<file path="config.mk">
export PLATFORM = sky130hd
export DESIGN_NAME = scan_display
export DESIGN_NICKNAME = d
export VERILOG_FILES = /design/src/rtl/scan_display_pkg.sv /design/src/rtl/bin2bcd_seq.sv /design/src/rtl/scan_display.sv
export SDC_FILE = /design/constraint.sdc
export NUM_CORES = 1
export LEC_CHECK = 0
export ABC_AREA = 1
export CAP_MARGIN = 20
export CORE_MARGIN = 4
export CORE_UTILIZATION = 44
export CTS_CLUSTER_DIAMETER = 80
export DETAILED_ROUTE_END_ITERATION = 10
export GPL_TIMING_DRIVEN = 0
export PLACE_DENSITY = 0.67
export SLEW_MARGIN = 25
export SYNTH_ARGS = -nofsm -noshare
export SYNTH_HDL_FRONTEND = slang
export SYNTH_HIERARCHICAL = 1
export SYNTH_SLANG_ARGS = --single-unit
</file>
<file path="constraint.sdc">
create_clock -name clk -period 2.86 [get_ports clk]
set_input_delay 0.572 -clock clk [delete_from_list [all_inputs] [get_ports clk]]
set_output_delay 0.572 -clock clk [all_outputs]
set_load 0.1 [all_outputs]
</file>
<file path="src/rtl/scan_display_pkg.sv">
// Shared types and helpers for the multiplexed decimal display driver.
package scan_display_pkg;

  typedef enum logic [1:0] {
    IDLE   = 2'd0,
    CONV_A = 2'd1,
    CONV_B = 2'd2,
    COMMIT = 2'd3
  } conv_state_e;

  typedef logic [3:0] bcd_t;

  localparam bcd_t BCD_NINE = 4'd9;

  function automatic longint unsigned pow10(input int n);
    longint unsigned r;
    r = 1;
    for (int i = 0; i < n; i++) r = r * 10;
    return r;
  endfunction

endpackage

</file>
<file path="src/rtl/bin2bcd_seq.sv">
// Sequential double-dabble converter, one shift/add-3 iteration per clock.
// The start cycle performs the first iteration, so done pulses W cycles after start.
module bin2bcd_seq
  import scan_display_pkg::*;
#(
  parameter int W      = 20,
  parameter int DIGITS = 2
) (
  input  logic                  clk,
  input  logic                  rst,
  input  logic                  start,
  input  logic [W-1:0]          bin,
  output logic                  done,
  output logic [4*DIGITS-1:0]   bcd
);

  localparam int CW = $clog2(W + 1);
  localparam int DW = 4 * DIGITS;

  logic [W-1:0]  sh_q, sh_d;
  logic [DW-1:0] bcd_q, bcd_d;
  logic [CW-1:0] cnt_q, cnt_d;
  logic          done_q, done_d;

  logic [W-1:0]  it_sh, step_sh;
  logic [DW-1:0] it_bcd, adj, step_bcd;
  bcd_t          nib;

  always_comb begin
    it_sh  = start ? bin : sh_q;
    it_bcd = start ? '0 : bcd_q;
    adj    = it_bcd;
    nib    = '0;
    for (int i = 0; i < DIGITS; i++) begin
      nib = adj[4*i +: 4];
      if (nib >= 4'd5) adj[4*i +: 4] = nib + 4'd3;
    end
    // Carry out of the top nibble is dropped: only DIGITS digits are kept.
    step_bcd = {adj[DW-2:0], it_sh[W-1]};
    step_sh  = it_sh << 1;

    sh_d   = sh_q;
    bcd_d  = bcd_q;
    cnt_d  = cnt_q;
    done_d = 1'b0;
    if (start) begin
      sh_d   = step_sh;
      bcd_d  = step_bcd;
      cnt_d  = CW'(W - 1);
      done_d = (W == 1);
    end else if (cnt_q != '0) begin
      sh_d   = step_sh;
      bcd_d  = step_bcd;
      cnt_d  = cnt_q - CW'(1);
      done_d = (cnt_q == CW'(1));
    end
  end

  always_ff @(posedge clk or posedge rst) begin
    if (rst) begin
      sh_q   <= '0;
      bcd_q  <= '0;
      cnt_q  <= '0;
      done_q <= 1'b0;
    end else begin
      sh_q   <= sh_d;
      bcd_q  <= bcd_d;
      cnt_q  <= cnt_d;
      done_q <= done_d;
    end
  end

  assign done = done_q;
  assign bcd  = bcd_q;

endmodule

</file>
<file path="src/rtl/scan_display.sv">
// Two-channel binary-to-decimal display driver: shared sequential converter,
// one-hot digit scan with leading-zero blanking, blink and overflow saturation.
module scan_display
  import scan_display_pkg::*;
#(
  parameter int W              = 20,
  parameter int DIGITS         = 2,
  parameter int SCAN_DIV       = 1,
  parameter int BLINK_DIV      = 64,
  parameter bit DIG_ACTIVE_LOW = 1'b0
) (
  input  logic                  clk,
  input  logic                  rst,
  input  logic [W-1:0]          value_a,
  input  logic [W-1:0]          value_b,
  input  logic                  load,
  input  logic                  blank_lz,
  input  logic [1:0]            blink,
  output logic [2*DIGITS-1:0]   dig,
  output logic [3:0]            num,
  output logic                  busy,
  output logic [1:0]            ovf,
  output conv_state_e           state_dbg
);

  localparam int N  = 2 * DIGITS;
  localparam int SW = $clog2(N);
  localparam int PW = (SCAN_DIV > 1) ? $clog2(SCAN_DIV) : 1;
  localparam int FW = (BLINK_DIV > 1) ? $clog2(BLINK_DIV) : 1;
  localparam int DW = 4 * DIGITS;
  localparam longint unsigned OVF_LIM = pow10(DIGITS);
  localparam logic [N-1:0]  DIG_OFF   = DIG_ACTIVE_LOW ? '1 : '0;
  localparam logic [DW-1:0] ALL_NINES = {DIGITS{BCD_NINE}};

  conv_state_e   state_q, state_d;
  logic [W-1:0]  cap_b_q, cap_b_d;
  logic [1:0]    ovf_pend_q, ovf_pend_d;
  logic [DW-1:0] bcd_a_q, bcd_a_d;
  logic [DW-1:0] disp_a_q, disp_a_d;
  logic [DW-1:0] disp_b_q, disp_b_d;
  logic [1:0]    ovf_q, ovf_d;
  logic          busy_q, busy_d;

  logic [PW-1:0] presc_q, presc_d;
  logic [SW-1:0] slot_q, slot_d;
  logic [FW-1:0] frame_q, frame_d;
  logic          phase_q, phase_d;
  logic [N-1:0]  dig_q, dig_d;
  logic [3:0]    num_q, num_d;

  logic          conv_start, conv_done;
  logic [W-1:0]  conv_bin;
  logic [DW-1:0] conv_bcd;

  bin2bcd_seq #(.W(W), .DIGITS(DIGITS)) u_conv (
    .clk   (clk),
    .rst   (rst),
    .start (conv_start),
    .bin   (conv_bin),
    .done  (conv_done),
    .bcd   (conv_bcd)
  );

  always_comb begin
    state_d    = state_q;
    cap_b_d    = cap_b_q;
    ovf_pend_d = ovf_pend_q;
    bcd_a_d    = bcd_a_q;
    disp_a_d   = disp_a_q;
    disp_b_d   = disp_b_q;
    ovf_d      = ovf_q;
    busy_d     = busy_q;
    conv_start = 1'b0;
    conv_bin   = cap_b_q;
    case (state_q)
      IDLE: begin
        if (load) begin
          state_d    = CONV_A;
          cap_b_d    = value_b;
          ovf_pend_d = {64'(value_b) >= OVF_LIM, 64'(value_a) >= OVF_LIM};
          busy_d     = 1'b1;
          conv_start = 1'b1;
          conv_bin   = value_a;
        end
      end
      CONV_A: begin
        // Channel A result is parked while the converter is reused for B.
        if (conv_done) begin
          bcd_a_d    = conv_bcd;
          conv_start = 1'b1;
          state_d    = CONV_B;
        end
      end
      CONV_B: begin
        if (conv_done) state_d = COMMIT;
      end
      COMMIT: begin
        disp_a_d = ovf_pend_q[0] ? ALL_NINES : bcd_a_q;
        disp_b_d = ovf_pend_q[1] ? ALL_NINES : conv_bcd;
        ovf_d    = ovf_pend_q;
        busy_d   = 1'b0;
        state_d  = IDLE;
      end
      default: state_d = IDLE;
    endcase
  end

  logic          tc, ch_b, upper_zero, suppress;
  logic [SW-1:0] di;
  logic [DW-1:0] disp_sel;
  bcd_t          nib;

  always_comb begin
    presc_d  = presc_q;
    slot_d   = slot_q;
    frame_d  = frame_q;
    phase_d  = phase_q;
    dig_d    = dig_q;
    num_d    = num_q;
    tc       = (presc_q == PW'(SCAN_DIV - 1));
    ch_b     = (slot_q >= SW'(DIGITS));
    di       = ch_b ? (slot_q - SW'(DIGITS)) : slot_q;
    disp_sel = ch_b ? disp_b_q : disp_a_q;
    nib      = disp_sel[{di, 2'b00} +: 4];
    upper_zero = 1'b1;
    for (int j = 0; j < DIGITS; j++) begin
      if (SW'(j) >= di && disp_sel[4*j +: 4] != 4'd0) upper_zero = 1'b0;
    end
    suppress = (blank_lz && di != '0 && upper_zero) || (blink[ch_b] && phase_q);

    if (tc) begin
      presc_d = '0;
      dig_d   = (suppress ? '0 : (N'(1) << slot_q)) ^ DIG_OFF;
      num_d   = suppress ? 4'd0 : nib;
      if (slot_q == SW'(N - 1)) begin
        slot_d = '0;
        if (frame_q == FW'(BLINK_DIV - 1)) begin
          frame_d = '0;
          phase_d = ~phase_q;
        end else begin
          frame_d = frame_q + FW'(1);
        end
      end else begin
        slot_d = slot_q + SW'(1);
      end
    end else begin
      presc_d = presc_q + PW'(1);
    end
  end

  always_ff @(posedge clk or posedge rst) begin
    if (rst) begin
      state_q    <= IDLE;
      cap_b_q    <= '0;
      ovf_pend_q <= '0;
      bcd_a_q    <= '0;
      disp_a_q   <= '0;
      disp_b_q   <= '0;
      ovf_q      <= '0;
      busy_q     <= 1'b0;
      presc_q    <= '0;
      slot_q     <= '0;
      frame_q    <= '0;
      phase_q    <= 1'b0;
      dig_q      <= DIG_OFF;
      num_q      <= '0;
    end else begin
      state_q    <= state_d;
      cap_b_q    <= cap_b_d;
      ovf_pend_q <= ovf_pend_d;
      bcd_a_q    <= bcd_a_d;
      disp_a_q   <= disp_a_d;
      disp_b_q   <= disp_b_d;
      ovf_q      <= ovf_d;
      busy_q     <= busy_d;
      presc_q    <= presc_d;
      slot_q     <= slot_d;
      frame_q    <= frame_d;
      phase_q    <= phase_d;
      dig_q      <= dig_d;
      num_q      <= num_d;
    end
  end

  assign dig       = dig_q;
  assign num       = num_q;
  assign busy      = busy_q;
  assign ovf       = ovf_q;
  assign state_dbg = state_q;

endmodule

</file>
* Yosys cells after proc, flatten, opt, wreduce, memory -nomap -nowiden
Cells that the tools add are included.
** Storage, ports and cells
- Bits in registers :: 103
- Latch bits :: 0
- Bits in writable memories :: 0
- Memory bits (read-only) :: 0
- Input bits :: 46
- Output and inout port bits :: 13
- Word-level logic and storage cells :: 101
- Memories kept :: 0
** Operators by class
- $add $sub $neg :: 7
- $mul :: 0
- Div/mod/pow operators :: 0
- Magnitude comparators :: 8
- Eq/ne operators :: 9
- Shift operators :: 2
- Muxes and demuxes :: 36
- Bitwise operators :: 2
- Reduce and logical (&&, ||, !) cells :: 19
** Operators by type and width (count)
- 2-to-1 mux 20 bit :: 5
- 2-to-1 mux 8 bit :: 6
- greater-or-equal comparator 20 x 7 -> 1 bit, second input constant :: 2
- 2-to-1 mux 4 bit :: 3
- 2-to-1 mux 1 bit :: 10
- 2-to-1 mux 2 bit :: 5
- 2-to-1 mux 5 bit :: 2
- greater-or-equal comparator 4 x 3 -> 1 bit, second input constant :: 2
- one-hot mux 2 bit (4 select lines) :: 1
- AND reduction 2 bit :: 4
- nonzero test 4 bit :: 2
- indexed part select 8 x 5 -> 4 bit :: 1
- adder 6 x 1 -> 6 bit, second input constant :: 1
- equality test 2 bit, second input constant :: 3
- equality test 6 bit, second input constant :: 1
- 2-to-1 mux 6 bit :: 1
- AND reduction 3 bit :: 2
- nonzero test 2 bit :: 3
- equality test 5 x 1 -> 1 bit, second input constant :: 1
- logical AND 1 bit :: 5
- nonzero test 5 bit :: 1
- subtractor 5 x 1 -> 5 bit, second input constant :: 1
- adder 4 x 2 -> 4 bit, second input constant :: 1
- greater-or-equal comparator 1 x 2 -> 1 bit, first input constant :: 2
- other kinds (15) :: 18

* Logic depth before layout (Yosys ltp)
Gate-level depths: netlist (run 1).
- Depth after elaboration :: 9
- Gate-level depth with buffers :: 18
- Depth with buffers taken out :: 14

* Cells and area by module
The synthesis (run 1) kept the hierarchy.
** Modules (own cells, without submodules)
- scan_display :: instances 1, cells an instance 382, area each 3159.3 µm², sequential area each 1701.6 µm²
- bin2bcd_seq :: instances 1, cells an instance 196, area each 1769.2 µm², sequential area each 825.8 µm²

* Least setup slack after synthesis (run 1)
OpenSTA, ideal clock, no wires.
- Kind :: register -> register
- Start :: reg state_q[0], in the netlist state_dbg[0]
- End :: reg u_conv.bcd_q[6], in the netlist u_conv/bcd[6]
- Setup time :: 117 ps
- Arrival :: 2994 ps
- Data required time :: 2743 ps
- Setup slack :: -251 ps
- Cell stages (with the launch flop) :: 18
- Path buffers :: 4
- Clock period less this slack :: 3111 ps
- Path through :: dfrtp_1 -> inv_1 -> ha_1 -> nand2_1 -> clkbuf_1 -> nand2_1 -> buf_6 -> inv_8 -> buf_12 -> buf_8 -> nand2_2 -> ha_1 -> inv_1 -> nand3_4 -> nand2_2 -> o21ai_1 -> nand3_1 -> nand2_1
** On the way
- Longest elaborated chain between the ends :: 7
- Elaborated cells on any way between the ends :: 10
- Those cells by class :: add/sub: 1; order compare: 1; eq/ne: 1; mux: 5; reduce/logical: 2
** RTL lines
- from (decl) :: line scan_display.sv:35 : conv_state_e state_q, state_d;
- from (signal assigned) :: line scan_display.sv:168 : state_q <= state_d;
- equality test 2 x 1 -> 1 bit / zero test 2 bit (equally long branches) :: line scan_display.sv:75 : case (state_q)
- one-hot mux 1 bit (2 select lines) (*) :: line scan_display.sv:75
- net conv_start :: line scan_display.sv:51 : logic conv_start, conv_done;
- 2-to-1 mux 8 bit :: line bin2bcd_seq.sv:31 : it_bcd = start ? '0 : bcd_q;
- greater-or-equal comparator 4 x 3 -> 1 bit / adder 3 x 2 -> 3 bit (equally long branches) :: line bin2bcd_seq.sv:36 : if (nib >= 4'd5) adj[4*i +: 4] = nib + 4'd3;
- 2-to-1 mux 3 bit :: line bin2bcd_seq.sv:36
- 2-to-1 mux 8 bit :: line bin2bcd_seq.sv:51 : end else if (cnt_q != '0) begin
- 2-to-1 mux 8 bit :: line bin2bcd_seq.sv:46 : if (start) begin
- to (signal assigned) :: line bin2bcd_seq.sv:62 : bcd_q <= '0;
- to (signal assigned) :: line bin2bcd_seq.sv:67 : bcd_q <= bcd_d;
- to (decl) :: line bin2bcd_seq.sv:21 : logic [DW-1:0] bcd_q, bcd_d;
Mark *: on every way through the listed nets, which the timed path passes. The rest lies on a longest branch. The select of a mux whose other input is x is not followed.
A chain may end at the register's enable or synchronous reset.

* Worst setup path after layout (run 1)
- Start :: reg state_q[1], in the netlist state_dbg[1]
- End :: reg u_conv.bcd_q[6], in the netlist u_conv/bcd[6]
Same word-level chain as after synthesis.

==> results.txt, run 1 <==
- The repair_antennas step left the layout with diodes totalling 0.
- The analysis attributes to cell leakage a power of 2.89 nW.
- Worst setup path startpoint: state_dbg[1]
- Based on the critical path, the design can be clocked at up to 391 MHz.
- Starting Density: 0.453
- Entering global routing, the biggest net connects 52 pins.
* Total core area: 10900 um^2
- STA classifies the critical path startpoint as a register.
* DRC violations left: 0
* Overall Global Routing Usage: 0.180
- The cell sitting at the root of the clock tree is a clkbuf_8.
* First-pass DRT Iterations: 5
* Commonest non-fill, non-tap cells in the layout: 136 x nand2_1, 99 x dfrtp_1, 81 x inv_1
- In this run, synthesis produced a sequential element count of 101.
- dfrtp_1 takes more of the synthesized area than any other cell.
- The congestion estimate from routability-driven global placement came to 0.857.
- Max-cap violations in this run came to 0.
* Die outline area: 13000 um^2
- Maximum buffer depth of the clock tree: 2
- In this run, distinct cell masters in the synthesized netlist total 34.
- Of the cells placed in the final design, the portion with a size suffix greater than 1 is 0.0831.
- Headroom to the max-slew limit: 0.341
* Final std cells w/o fill: 790
- For this run the aggregate overflow at the end of global routing stands at 0.
- Most frequent standard cell in the layout excluding fill and tap cells: nand2_1
* Worst EP required: 3160 ps
- First DRT Iteration DRCs: 174
* Post-Route Skew: 9.21 ps
- Top cells by area, synth: dfrtp_1 51%, nand2_1 10%, o21ai_0 6.4%
* Origin of the worst min-delay path: u_conv/cnt_q[4]
- Setup repair after global routing left no endpoint under its margin.
- Measured along the y axis, the die boundary spans 114 um.
- Post-synthesis cell count: 578
* Class of the worst hold path: register to register
- Overall power after layout: 0.00521 W
- After detailed placement, the design holds a cell count of 777.
- The worst register-to-register path begins at state_dbg[1].
- Summing every instance area after synthesis gives 4930 um^2.
- Max rail drop VDD: 0.629 mV
* CTS hold repair buffers: 0
* Final worst setup slack: 300 ps
- Yosys printed 6 warnings.
* Portion of synthesized cell area occupied by the leading cell type: 0.513
* DP Worst Slack: -390 ps
- Worst slew pin tran: 985 ps
- In this run the horizontal extent of the chip is 114 um.
- Of the available clock period, the critical path in the final layout requires 0.895.
- Fin crit period: 2560 ps
- The first global-routing pass estimated 18700 um of wire.
* Power density cells: 886 nW/um^2
* CTS tree: built
* Count of H-tree levels built during CTS: 3
- After routing, the total negative slack on setup checks comes to 0 ps.
- Antenna viol nets, final: 0
- Once layout is complete, the utilization of the core stands at 0.540.
* Antenna violations before repair: 0
- The setup path with the least slack is of type register to register.
- DP Wirelength: 8460 um
- In this run, CTS created clock tree buffers numbering 9.
- The worst setup path is captured at a register.
- Total of endpoints with negative setup slack in the final report: 0
* Count of buffers from port buffering: 58
* Critical Path AT: 2860 ps
- Synthesis produced a netlist with a net count of 637.
* Net total in the final layout: 705
- The count of final max-slew check failures came to 0.
* Vias in the first global route: 3893
- DR vias: 3971
* Clock slew seen by the registers of the worst setup and hold paths: 90 ps
- In the routed layout, each cell is associated on average with a via count of 5.03.
- Clock latency of the later-clocked register in the worst-skew pair: 360 ps
- Dividing the synthesized area by the synthesized cell count gives 8.53 um^2.
- Worst-path maximum fanout: 17
- Number of fill cells: 1035
* Area added between synthesis and finish: 19.3%
- Detailed Route WL: 11000 um
- # IOs: 59
* Std-Cell Rows: 38
- Sequential element share of the synthesized area: 0.513
- Clock sinks: 101
- Hold Fails Final Rpt: 0
- The run finished with clean final reports.
- Average wire per cell in the routed design: 13.9 um
-- sequential cells by signal, indices dropped and copies added, names as in the netlist, 2 cells and up --
name,cells
u_conv/cnt_q,5
state_dbg,2
ovf_pend_q,2
frame_q,6
slot_q,2
dig,4
num,4
u_conv/bcd,8
u_conv/sh_q,19
ovf,2
cap_b_q,20
disp_a_q,8
bcd_a_q,8
disp_b_q,8
-- worst paths after layout --
kind	to	slack, ps	cells after the start
setup / recovery	u_conv/bcd[6]	300	17
hold / removal	u_conv/done	470	1
setup reg to reg	u_conv/bcd[6]	300	17
hold reg to reg	u_conv/done	470	1
max in group asynchronous	u_conv/sh_q[14]	1670	2
min in group asynchronous	frame_q[1]	540	2
-- where the power goes --
part           internal [W]  switching [W]
combinational      0.000799        0.00151
sequential          0.00187       0.000233
clock              0.000338       0.000463
-- repair_timing --
| item | 4_1_cts | 5_1_grt |
|---|---|---|
| cloned | 0 | 0 |
| resized for setup | 0 | 1 |
| setup buffers | 0 | 0 |
| endpoints found under the setup margin | 2 | 4 |
-- area by class of cell --
cell class              instances  area (um^2)  area share
clock inverters                 3         22.5     0.00383
clock buffers                  12          145      0.0247
inverters                      87          337      0.0572
plain buffers                  20          146      0.0249
repair buffers                 59          608       0.103
flip-flops and latches        101         2530       0.430
well taps                     140          175      0.0298
multi-input cells             368         1920       0.326
-- cells by family (layout without fill, tap and decap cells) --
logic type | Yosys count | in the layout | synth area share
buf+inv | 109 | 181 | 0.0990
xor+xnor | 6 | 6 | 0.0107
flops | 101 | 101 | 0.513
simple gates | 226 | 226 | 0.201
compound gates | 123 | 123 | 0.143
fa+ha+maj | 13 | 13 | 0.0330
-- worst max-delay path: stages (launching register included) --
cell     delay, ps
dfrtp_2        400
inv_1           80
ha_1           200
nand2_1        370
nand2_1        120
buf_6          170
inv_8           80
buf_12         140
buf_8          140
nand2_2         60
ha_1           220
inv_1           90
nand3_4         90
nand2_2         80
nor2_1          40
nand2_1         70
nand3_1         80
nand2_1         70
-- metrics by stage --
step	hold slack [ps]	cell area, um^2
5_1_grt	498	5880
3_3_place_gp	435	5690
3_5_place_dp	447	5720
2_1_floorplan	424	4930
4_1_cts	463	5880
6_report	469	5880
-- Yosys cell counts (all sizes together) --
cell type and instances:
o21ai 70, dfrtp 101, a31oi 1, xnor2 1
a21oi 8, o211ai 7, ha 13, a21boi 15
nor2 35, xor2 5, inv 87, o22ai 20
nor3 6, nand4 6, a22oi 2, buf 16
nand2 146, nand3 33, clkbuf 6
-- routing by layer --
layer,track usage,part of all wire,wire length [um],vias up
li1,-,-,-,1996
met1,0.233,0.44,4840,1867
met2,0.306,0.50,5530,94
met3,0.0451,0.044,485,14
met4,0.0443,0.014,154,0
met5,0,0,0,-
No activity file was read; power rests on OpenSTA's default activity.
==> inputs of run 2 (changes only) <==
--- a/config.mk
+++ b/config.mk
@@ -7,7 +7,7 @@
 export LEC_CHECK = 0
 export ABC_AREA = 1
 export CAP_MARGIN = 20
-export CORE_MARGIN = 4
+export CORE_MARGIN = 10
 export CORE_UTILIZATION = 44
 export CTS_CLUSTER_DIAMETER = 80
 export DETAILED_ROUTE_END_ITERATION = 10
==> run 2 against run 1 <==
  * Sequential power barely moved
  * Final cell count is 0.13% higher
  * Sequential share of layout area shrank 0.17 points
  * Fmax increased by 1.5%
  * First-iteration DRC count increased by 47%
  * Count of clock-buffer cells in the layout decreased by 2
  * Global-route usage decreased by 3.4 points
  * Clock power is 9.6% higher
  * Die area increased by 22%
  * Hold slack got worse by 14 ps
  * Combinational power about the same
  * Largest cell class unchanged
==> results.txt, run 2 (synthesized netlist as in run 1, its figures left out) <==
- Cell with the largest stage delay on the worst path: dfrtp_2
- The number of cells on the worst reg-to-reg path is 17.
- The share of total power dissipated in sequential elements is 0.398.
- Setup repair after global routing left no endpoint under its margin.
* DP Wirelength: 8760 um
- Buffers inserted during clock tree synthesis total 9.
- The share of total power dissipated in combinational logic is 0.436.
- The number of hold violations in the final report came to 0.
- TritonCTS built the clock tree.
- Counting both buffers and inverters, the worst setup path holds a total of 6.
- Kind of end point of the critical path: register
- Final standard cell utilization of the core: 0.542
* Net total in the final layout: 705
- Achievable Freq: 396 MHz
- 0 antenna diodes ended up in the layout.
* Worst EP required: 3180 ps
- First-pass DRT Iterations: 4
- The initial antenna violation count is 0.
- GRT overflow: 0
- Dpl cells: 777
- The worst pin sits at a relative slew slack of 0.339.
- Origin of the worst min-delay path: u_conv/cnt_q[4]
- The path class of the tightest hold or removal check is register to register.
- Counting instances, the worst hold path has a depth of 1.
- Chip width: 126 um
- # IOs: 59
- After clock tree synthesis, the clock-pin slew on the worst setup and hold paths is 100 ps.
* Maximum number of pins on one net before global-route repair: 46
- In this run the worst path has a maximum fanout of 18.
- In this run the register-to-register setup slack is 340 ps.
- For this design the total switching power over the nets is 0.00227 W.
- The first global-routing pass estimated 19600 um of wire.
- Power density cells: 897 nW/um^2
- IR analysis of the VDD net gives a maximum drop of 0.728 mV.
- Post-detailed-route via-to-cell ratio: 5.01
* Total of endpoints with negative setup slack in the final report: 0
* Overall Global Routing Usage: 0.147
- Final std cells w/o fill: 791
- Clock latency of the later-clocked register in the worst-skew pair: 380 ps
- Switching share of power: 0.429
* Count of max-cap constraint violations: 0
- After floorplanning, the core was divided into 38 placement rows.
- In the layout the commonest cells are 136 x nand2_1, 99 x dfrtp_1, 81 x inv_1.
* Kind of critical path: register to register
- CTS built an H-tree with a depth of 3.
- Total core area: 10900 um^2
- For this design, the CTS-stage hold fixing added 0 buffers.
* Detailed Route WL: 11500 um
- Setup Buffers After CTS: 0
- For this design the static power due to leakage is 2.90 nW.
* Slew Viols, Final: 0
- Register bank with the most flops: cap_b_q
- The clock passes through at most 2 buffers.
- At the pin with the least slew margin, the transition time is 988 ps.
- During placement, the flow inserted port buffers numbering 58.
- The register with the most flip-flops in the layout has 20 of them.
- Walking the worst path, the cells encountered are inv_1, ha_1, nand2_2, nand2_1, buf_6, inv_8, buf_12, buf_8, nand2_2, ha_1, inv_1, nand3_4, nand2_2, nor2_1, nand2_1, nand3_1, nand2_1.
* Hold endpoint: u_conv/done
- From bottom edge to top edge, the die measures 126 um.
- Run status: finished clean
- For this configuration, the core starts out at a cell density of 0.453.
- Most frequent standard cell in the layout excluding fill and tap cells: nand2_1
- Die outline area: 15800 um^2
* DR vias: 3961
- After the first detailed-routing iteration, the DRC count stood at 255.
- The worst setup path is launched from a register.
* Final Cycle Share: 0.882
- Clock sinks: 101
* Fin crit period: 2520 ps
- Proportion of layout cells with a drive suffix above 1: 0.0876
* Global placement routability congestion: 0.884
* Average wire per cell in the routed design: 14.5 um
- The area growth from synthesis to layout is 19.8%.
* Terminus of the critical flop-to-flop path: u_conv/bcd[6]
- For this run, the slowest stage of the critical path takes 400 ps.
* Library cell used as clock root buffer: clkbuf_8
- STA puts the critical path data arrival time at 2840 ps.
- Largest regs: cap_b_q x20, u_conv/sh_q x19
- The internal power of the cells totals 0.00302 W.
* Launching point of the worst reg2reg path: state_dbg[0]
- Of the total power, the clock network draws 0.166.
- DRC violations left: 0
- Top Family by Delay on Critical Path: simple AND/OR/NAND/NOR gates
- In this run the remaining antenna-violating nets after routing total 0.
- Post-Route Skew: 11.1 ps
- Vias in the first global route: 4148
## run 2: timing repair
item | CTS | global route
setup endpoints to repair | 2 | 6
pin swaps | 0 | 0
resized for setup | 0 | 1
## run 2: layout make-up
class | instances | area [um^2]
repair buffers | 59 | 608
clock inverters | 6 | 53.8
plain buffers | 20 | 146
multi-input cells | 368 | 1920
inverters | 87 | 337
fillers | 1035 | 4980
flip-flops and latches | 101 | 2530
well taps | 140 | 175
clock buffers | 10 | 138
## run 2: through the flow
stage	setup WS [ps]	cell area, um^2	total power, W	hold slack [ps]	setup TNS, ps
after global placement	-894	5690	0.00437	434	-47660
after detailed placement	-396	5720	0.00445	446	-2200
after floorplan	65.9	4930	0.00383	424	0
final	337	5900	0.00529	454	0
after CTS	124	5900	0.00534	457	0
after global routing	32.3	5900	0.00574	486	0
## run 2: how the worst max path moves through the flow
| stage | from | to | slack (ps) | cells after the start |
|---|---|---|---|---|
| after floorplan | state_dbg[0] | u_conv/bcd[6] | 70 | 17 |
| after global placement | rst | state_dbg[0] | -890 | 2 |
| after detailed placement | load | u_conv/bcd[6] | -400 | 16 |
| after CTS | state_dbg[1] | u_conv/bcd[5] | 120 | 16 |
| after global routing | state_dbg[1] | u_conv/bcd[6] | 30 | 17 |
| final | state_dbg[0] | u_conv/bcd[6] | 340 | 17 |
## run 2: power by group through the flow
stage | clock [W] | sequential, W | combinational, W
floorplan | 0 | 0.00240 | 0.00143
global placement | 0 | 0.00212 | 0.00225
detailed placement | 0 | 0.00213 | 0.00231
CTS | 0.000915 | 0.00211 | 0.00232
global route | 0.000974 | 0.00216 | 0.00261
finish | 0.000879 | 0.00211 | 0.00231
## run 2: metal layers
layer / global-route usage / vias up / part of all wire
li1: - / 2001 / -
met1: 0.171 / 1851 / 0.44
met4: 0.0462 / 0 / 0.018
met3: 0.0440 / 14 / 0.052
met2: 0.254 / 95 / 0.49
met5: 0 / - / 0
## run 2: worst register-to-register path: cells and delay by family, from the launching register on
family / cells / cell delay (ps)
adders and majority gates: 2 / 450
and+or+nand+nor: 9 / 890
buffers and inverters: 6 / 700
DFF: 1 / 400
